==> src/rtl/led_mode_player.sv <==
// LED pattern player: maps the 3-bit mode index to one of eight timed LED patterns.
// Pattern steps come from a shared prescaler; mode 7 is a PWM breathing effect.
module led_mode_player #(
  parameter int unsigned TICK_CNT   = 25_000_000,
  parameter int unsigned BREATH_DIV = 195_312
) (
  input  logic       sys_clk,
  input  logic       reset_n,
  input  logic [2:0] mode,
  output logic [7:0] led,
  output logic       step_tick
);

  localparam int unsigned TW = $clog2(TICK_CNT);
  localparam int unsigned BW = $clog2(BREATH_DIV);

  typedef enum logic [2:0] {
    M_OFF     = 3'd0,
    M_ON      = 3'd1,
    M_RUN_L   = 3'd2,
    M_RUN_R   = 3'd3,
    M_BLINK   = 3'd4,
    M_PING    = 3'd5,
    M_COUNT   = 3'd6,
    M_BREATHE = 3'd7
  } mode_t;

  mode_t         mode_q, mode_d;
  logic [TW-1:0] presc_q, presc_d;
  logic [BW-1:0] bdiv_q, bdiv_d;
  logic [7:0]    pc_q, pc_d;
  logic [7:0]    duty_q, duty_d;
  logic [7:0]    led_d;
  logic          dir_q, dir_d;   // 0 = left / rising, 1 = right / falling
  logic          tick_d;
  logic          change, tc, bstep;

  always_ff @(posedge sys_clk or negedge reset_n) begin
    if (!reset_n) begin
      mode_q    <= M_OFF;
      presc_q   <= '0;
      bdiv_q    <= '0;
      pc_q      <= '0;
      duty_q    <= '0;
      dir_q     <= 1'b0;
      led       <= '0;
      step_tick <= 1'b0;
    end else begin
      mode_q    <= mode_d;
      presc_q   <= presc_d;
      bdiv_q    <= bdiv_d;
      pc_q      <= pc_d;
      duty_q    <= duty_d;
      dir_q     <= dir_d;
      led       <= led_d;
      step_tick <= tick_d;
    end
  end

  always_comb begin
    change  = (mode != mode_q);
    tc      = (presc_q == TW'(TICK_CNT - 1));
    bstep   = (bdiv_q == BW'(BREATH_DIV - 1));
    mode_d  = mode_q;
    presc_d = tc ? '0 : presc_q + TW'(1);
    bdiv_d  = bstep ? '0 : bdiv_q + BW'(1);
    pc_d    = pc_q + 8'd1;
    duty_d  = duty_q;
    dir_d   = dir_q;
    led_d   = led;
    tick_d  = tc;

    if (change) begin
      // A mode change wins over a coincident tick: restart timing and load the init pattern.
      mode_d  = mode_t'(mode);
      presc_d = '0;
      bdiv_d  = '0;
      pc_d    = '0;
      duty_d  = '0;
      dir_d   = 1'b0;
      tick_d  = 1'b0;
      case (mode_t'(mode))
        M_ON, M_BLINK:   led_d = 8'hFF;
        M_RUN_L, M_PING: led_d = 8'h01;
        M_RUN_R:         led_d = 8'h80;
        default:         led_d = 8'h00;
      endcase
    end else if (mode_q == M_BREATHE) begin
      if (bstep) begin
        if (!dir_q) begin
          duty_d = (duty_q == 8'hFF) ? 8'hFE : duty_q + 8'd1;
          dir_d  = (duty_q == 8'hFF);
        end else begin
          duty_d = (duty_q == 8'h00) ? 8'h01 : duty_q - 8'd1;
          dir_d  = (duty_q != 8'h00);
        end
      end
      led_d = {8{pc_d < duty_d}};
    end else if (tc) begin
      case (mode_q)
        M_RUN_L: led_d = {led[6:0], led[7]};
        M_RUN_R: led_d = {led[0], led[7:1]};
        M_BLINK: led_d = ~led;
        M_COUNT: led_d = led + 8'd1;
        M_PING: begin
          if (!dir_q) begin
            if (led == 8'h80) begin
              led_d = 8'h40;
              dir_d = 1'b1;
            end else begin
              led_d = {led[6:0], 1'b0};
            end
          end else begin
            if (led == 8'h01) begin
              led_d = 8'h02;
              dir_d = 1'b0;
            end else begin
              led_d = {1'b0, led[7:1]};
            end
          end
        end
        default: led_d = led;
      endcase
    end
  end

endmodule
==> config.mk <==
export PLATFORM = sky130hd
export DESIGN_NAME = led_mode_player
export DESIGN_NICKNAME = d
export VERILOG_FILES = /design/src/rtl/led_mode_player.sv
export SDC_FILE = /design/constraint.sdc
export NUM_CORES = 1
export LEC_CHECK = 0
export CORE_ASPECT_RATIO = 0.7
export CORE_MARGIN = 8
export CORE_UTILIZATION = 60
export DETAILED_ROUTE_END_ITERATION = 16
export PLACE_DENSITY = 0.84
export RECOVER_POWER = 25
export SLEW_MARGIN = 40
export SYNTH_ARGS = -nofsm -noshare
export SYNTH_HDL_FRONTEND = slang
export SYNTH_SLANG_ARGS = --single-unit
export TNS_END_PERCENT = 50
==> constraint.sdc <==
create_clock -name sys_clk -period 9.45 [get_ports sys_clk]
set_input_delay 2.835 -clock sys_clk [delete_from_list [all_inputs] [get_ports sys_clk]]
set_output_delay 2.835 -clock sys_clk [all_outputs]
set_load 0.005 [all_outputs]
[Yosys cells after proc, flatten, opt, wreduce, memory -nomap -nowiden]
Index checks and enable logic that the tools add are counted.
Storage, ports and cells
  bits in registers: 72
  bits of input ports: 5
  output and inout port bits: 9
  logic and storage cells: 75
Operators by class
  $add $sub $neg: 6
  magnitude comparators: 1
  equal/unequal tests: 18
  mux-type cells: 31
  bitwise operators: 1
  reduce and logical (&&, ||, !) cells: 10
Operators with widths (number)
  8-bit two-way mux: 14
  25-bit two-way mux: 2
  8-bit case mux with 5 select lines: 1
  18-bit two-way mux: 2
  25-bit by 1-bit adder with 25-bit output, second input constant: 1
  25-bit == test, second input constant: 1
  8-bit by 1-bit adder with 8-bit output, second input constant: 3
  8-bit case mux with 3 select lines: 1
  18-bit by 1-bit adder with 18-bit output, second input constant: 1
  18-bit == test, second input constant: 1
  3-bit == test, second input constant: 6
  8-bit == test, second input constant: 2
  3-bit by 2-bit == test with 1-bit output, second input constant: 4
  1-bit two-way mux: 10
  8-bit by 1-bit == test with 1-bit output, second input constant: 1
  8-bit zero test: 1
  8-bit less-than comparator: 1
  8-bit inverter: 1
  8-bit nonzero test: 1
  8-bit by 1-bit subtractor with 8-bit output, second input constant: 1
  7-bit two-way mux: 1
  7-bit nonzero test: 1
  3-bit nonzero test: 2
  2-bit OR reduction: 2
  other kinds (6): 6

[Logic depth before layout (Yosys ltp)]
  depth in word-level cells: 9
  mapped depth: 14
  mapped depth without buffers: 14

[Least setup slack after synthesis]
OpenSTA, ideal clock, no wires.
  path type: input to register
  start point: in mode[0]
  end point: reg led[0]
  library setup time: 0.082 ns
  arrival: 4.249 ns
  required time: 9.368 ns
  setup slack: 5.119 ns
  stages: 8
  path buffers: 2
  cells stage by stage: clkbuf_1 -> xnor2_1 -> nand2_1 -> a21oi_1 -> buf_4 -> a21boi_0 -> a21oi_1 -> a31oi_1
Between the ends
  word-level cells in the longest chain between the ends: 4
  elaborated cells on any way between the ends: 13
  those cells by class: 6 x eq/ne; 2 x mux; 5 x reduce/logical
Ends and longest elaborated chain
  from (decl): line 9  | input logic [2:0] mode,
  3-bit by 2-bit == test with 1-bit output, or another cell as far along: line 82  | case (mode_t'(mode))
  2-bit OR reduction: line 82
  8-bit case mux with 3 select lines: line 82
  8-bit two-way mux: line 73  | if (change) begin
  to (signal assigned): line 55  | led <= led_d;
  to (decl): line 10  | output logic [7:0] led,
Parallel ways exist; a longest one is shown, timed or not.
A chain may end at the register's enable or synchronous reset.

==> summary.md <==
| Metric | Value |
|---|---|
| Post-DRT Antenna Nets | `0` |
| Max rail drop VDD | `0.000184 V` |
| Pre-antenna DRT Iters | `5` |
| Synth Area in Adders | `0.0432` |
| Met3 Use GR | `0.0543` |
| Die H | `89.6 um` |
| CP peak stage delay | `2.63 ns` |
| Mapped Area | `4640 um2` |
| Dpl hpwl | `7350 um` |
| Tot GR Track Use | `0.205` |
| Clock power share | `0.369` |
| Postcts setup bufs | `0` |
| FFs w/ async S/R, synth | `1.00` |
| Net Sw Power | `0.178 mW` |
| CTS clk-pin slew, worst paths | `0.08 ns` |
| Worst EP required | `9.05 ns` |
| Initial antenna violation count | `0` |
| Post-synth EDFFs | `0` |
| Setup Skew | `0.00956 ns` |
| Largest family of logic cells by synthesized area | `simple AND/OR/NAND/NOR gates` |
| Cell area power density | `135 nW/um2` |
| Endpoints failing setup | `0` |
| First-pass GRT wire length | `17900 um` |
| Rows | `26` |
| Leak pwr | `2.03 nW` |
| # diodes | `0` |
| Pin count of the biggest net entering global routing | `73` |
| Overall power | `0.665 mW` |
| Worst path bufs/invs | `2` |
| Yosys top cell by area | `dfrtp_1` |
| Fin crit period | `5.97 ns` |
| Final Worst Setup Slack | `3.48 ns` |
| Slew HR | `-1.50` |
| Worst Hold Class | `reg2reg` |
| Yosys reg bits | `72` |
| Synth Area in Compound Gates | `0.140` |
| Total Negative Setup Slacks | `0 ns` |
| Ratio of cells with drive above 1 in the final layout | `0.0506` |
| Post-DR wirelength/cell | `16.6 um` |
| Finished Core Util | `0.668` |
| Status | `finished with violations` |
| Port buffer count | `13` |
| Synth top area cells | `dfrtp_1 (39%), nor2_1 (7.5%), xor2_1 (6.6%), ha_1 (4.3%), xnor2_1 (4.2%)` |
| Synth Area in Simple Gates | `0.267` |
| Comb pwr share | `0.123` |
| XOR/XNOR share of the synthesized area | `0.108` |
| Syn_area_per_cell | `8.62 um2` |
| I/O pin cnt | `14` |
| Startpoint Class | `primary input` |
| CP delay by family, top | `buffers and inverters` |
| Core area | `7380 um2` |
| Slew at the pin with the worst max-slew slack | `3.75 ns` |
| Hold_buf cts | `0` |
| CTS root buf | `clkbuf_8` |
| Crit share post-route | `0.632` |
| Failing checks | `capacitance limit, slew limit` |
| CTS tree | `built` |
| Initial DRC Count | `554` |
| CTS sink cnt | `72` |
| Register share of total power | `0.508` |
| Number of max-cap violations | `1` |
| Vias in the first global route | `3720` |
| Initial core utilization | `0.628` |
| Final Net Count | `550` |
| Routed wire length | `10500 um` |
| Die outline area | `10800 um2` |
| Yosys warnings | `0` |
| Residual DRC | `0` |
| Mux cell area share after synthesis | `0.00890` |
| Vias/cell | `6.27` |
| Post-synthesis sequential area ratio | `0.389` |
| Synth top area share | `0.389` |
| H-tree depth | `3` |
| Highest clock rate | `0.168 GHz` |
| Critical Path AT | `5.57 ns` |
| Vias | `3962` |
| Post-Synthesis Cells | `538` |
| Slew Limit Fails | `73` |
| Final instance area | `4930 um2` |
| Distinct cell type count after synthesis | `65` |
| Met2 Resource Use GR | `0.296` |
| Switch share | `0.267` |
| Clk buf depth | `2` |
| RSZ-0062 raised after global routing | `no` |
| Worst-Skew Late Latency | `0.36 ns` |
| Internal power | `0.487 mW` |
| Post-cts gate resize count | `0` |
| Cell Chain, Critical Path | `buf_2 -> clkbuf_1` |
| Die Wd | `121 um` |
| Num CTS Buffers | `9` |
| GRT busiest layer | `met2` |
| Critical path type | `in2async` |
| GP Congestion | `0.944` |
| CP Max Fanout | `72` |
| Fin. Hold Viols | `0` |
| Placed inst area | `4740 um2` |
| Area grow syn2layout | `6.40%` |
| Met1 GRT Util | `0.292` |
| Grt ovf | `0` |
| Crit-path slowest cell | `clkbuf_1` |
| Top FF cell, synth | `dfrtp_1` |
| Critical Path End Type | `async pin` |
| Placement Setup Slack | `4.13 ns` |
| Post-Synthesis Net Count | `559` |
-- cells in the final DEF, fill, tap and decap left out, types with 3 or more instances in the layout --
cell type,n
a211oi_1,7
a21o_1,3
a21oi_1,17
a222oi_1,3
a31oi_1,8
a41oi_1,3
and3_1,13
and4_1,4
clkbuf_1,3
clkbuf_8,11
clkdlybuf4s50_1,12
dfrtp_1,72
ha_1,16
inv_1,11
mux2i_1,3
nand2_1,45
nand2b_1,6
nand3_1,34
nand3b_1,3
nand4_1,11
nor2_1,93
nor2b_1,12
nor3_1,9
o211ai_1,3
o21a_1,3
o21ai_0,20
o2bb2ai_1,3
xnor2_1,22
xor2_1,35
-- final timing paths --
check	endpoint	cells after the start	from	slack (ns)
max	presc_q[4]	2	reset_n	3.48
max in group sys_clk	presc_q[18]	6	mode[0]	4.46
min	bdiv_q[0]	1	bdiv_q[0]	0.50
min in group asynchronous	presc_q[16]	2	reset_n	3.88
max reg2reg	led[5]	11	duty_q[3]	5.31
min reg2reg	bdiv_q[0]	1	bdiv_q[0]	0.50
-- registers in the layout, indices dropped and copies added (netlist names) --
signal	flops
bdiv_q	18
dir_q	1
duty_q	8
led	8
mode_q	3
pc_q	8
presc_q	25
step_tick	1
-- kinds of logic after synthesis --
family	Yosys count
and+or+nand+nor	250
AOI/OAI and AO/OA	93
DFF	72
xor gates and xnor gates	57
buffers and inverters	46
adders and majority gates	16
muxes	4
-- synth_stat cells, types with 2 or more instances --
cell and count:
nor3_1 9, a2111oi_0 2, nor3b_1 2, buf_4 4
ha_1 16, xnor2_1 22, a31oi_1 8, nor2b_1 12
o211ai_1 3, buf_2 3, o21a_1 3, nor4bb_1 2
nand2b_1 6, buf_6 2, nand3b_1 3, or2b_1 2
a21boi_0 2, o21ai_0 20, a22oi_1 2, a41oi_1 3
a222oi_1 3, and2_1 2, and4_1 4, a211oi_1 7
nand3_1 34, a21oi_1 18, a21o_1 3, inv_1 11
mux2i_1 3, dfrtp_1 72, xor2_1 35, nand2_1 45
o2111ai_1 2, a221o_1 2, and3_1 13, nand4_1 11
o2bb2ai_1 3, nor2_1 93, clkbuf_1 25
-- routing by layer --
layer | part of all wire | vias to the layer above
li1 | - | 1872
met2 | 0.45 | 153
met1 | 0.47 | 1918
met3 | 0.068 | 19
met5 | 0 | -
met4 | 0.015 | 0
-- power by group through the flow --
| stage | logic, mW | clock network (mW) | registers (mW) |
|---|---|---|---|
| finish | 0.0817 | 0.245 | 0.338 |
| global route | 0.0910 | 0.265 | 0.340 |
| CTS | 0.0818 | 0.252 | 0.337 |
| detailed placement | 0.0804 | 0 | 0.343 |
| global placement | 0.0775 | 0 | 0.342 |
| floorplan | 0.0604 | 0 | 0.330 |
-- layout make-up --
cell class	instances	area, um2
Clock buffer	13	159
Timing Repair Buffer	15	136
Multi-Input combinational cell	420	2630
Tap cell	98	123
Sequential cell	72	1800
Inverter	11	41.3
Fill cell	583	2450
Clock inverter	3	40.0
-- stage by stage --
stage	hold slack, ns	std cells
after CTS	0.498	632
after detailed placement	0.487	616
final	0.498	632
after floorplan	0.448	538
after global routing	0.532	632
after global placement	0.471	616
Note: power is estimated with default switching activity, not from simulation.
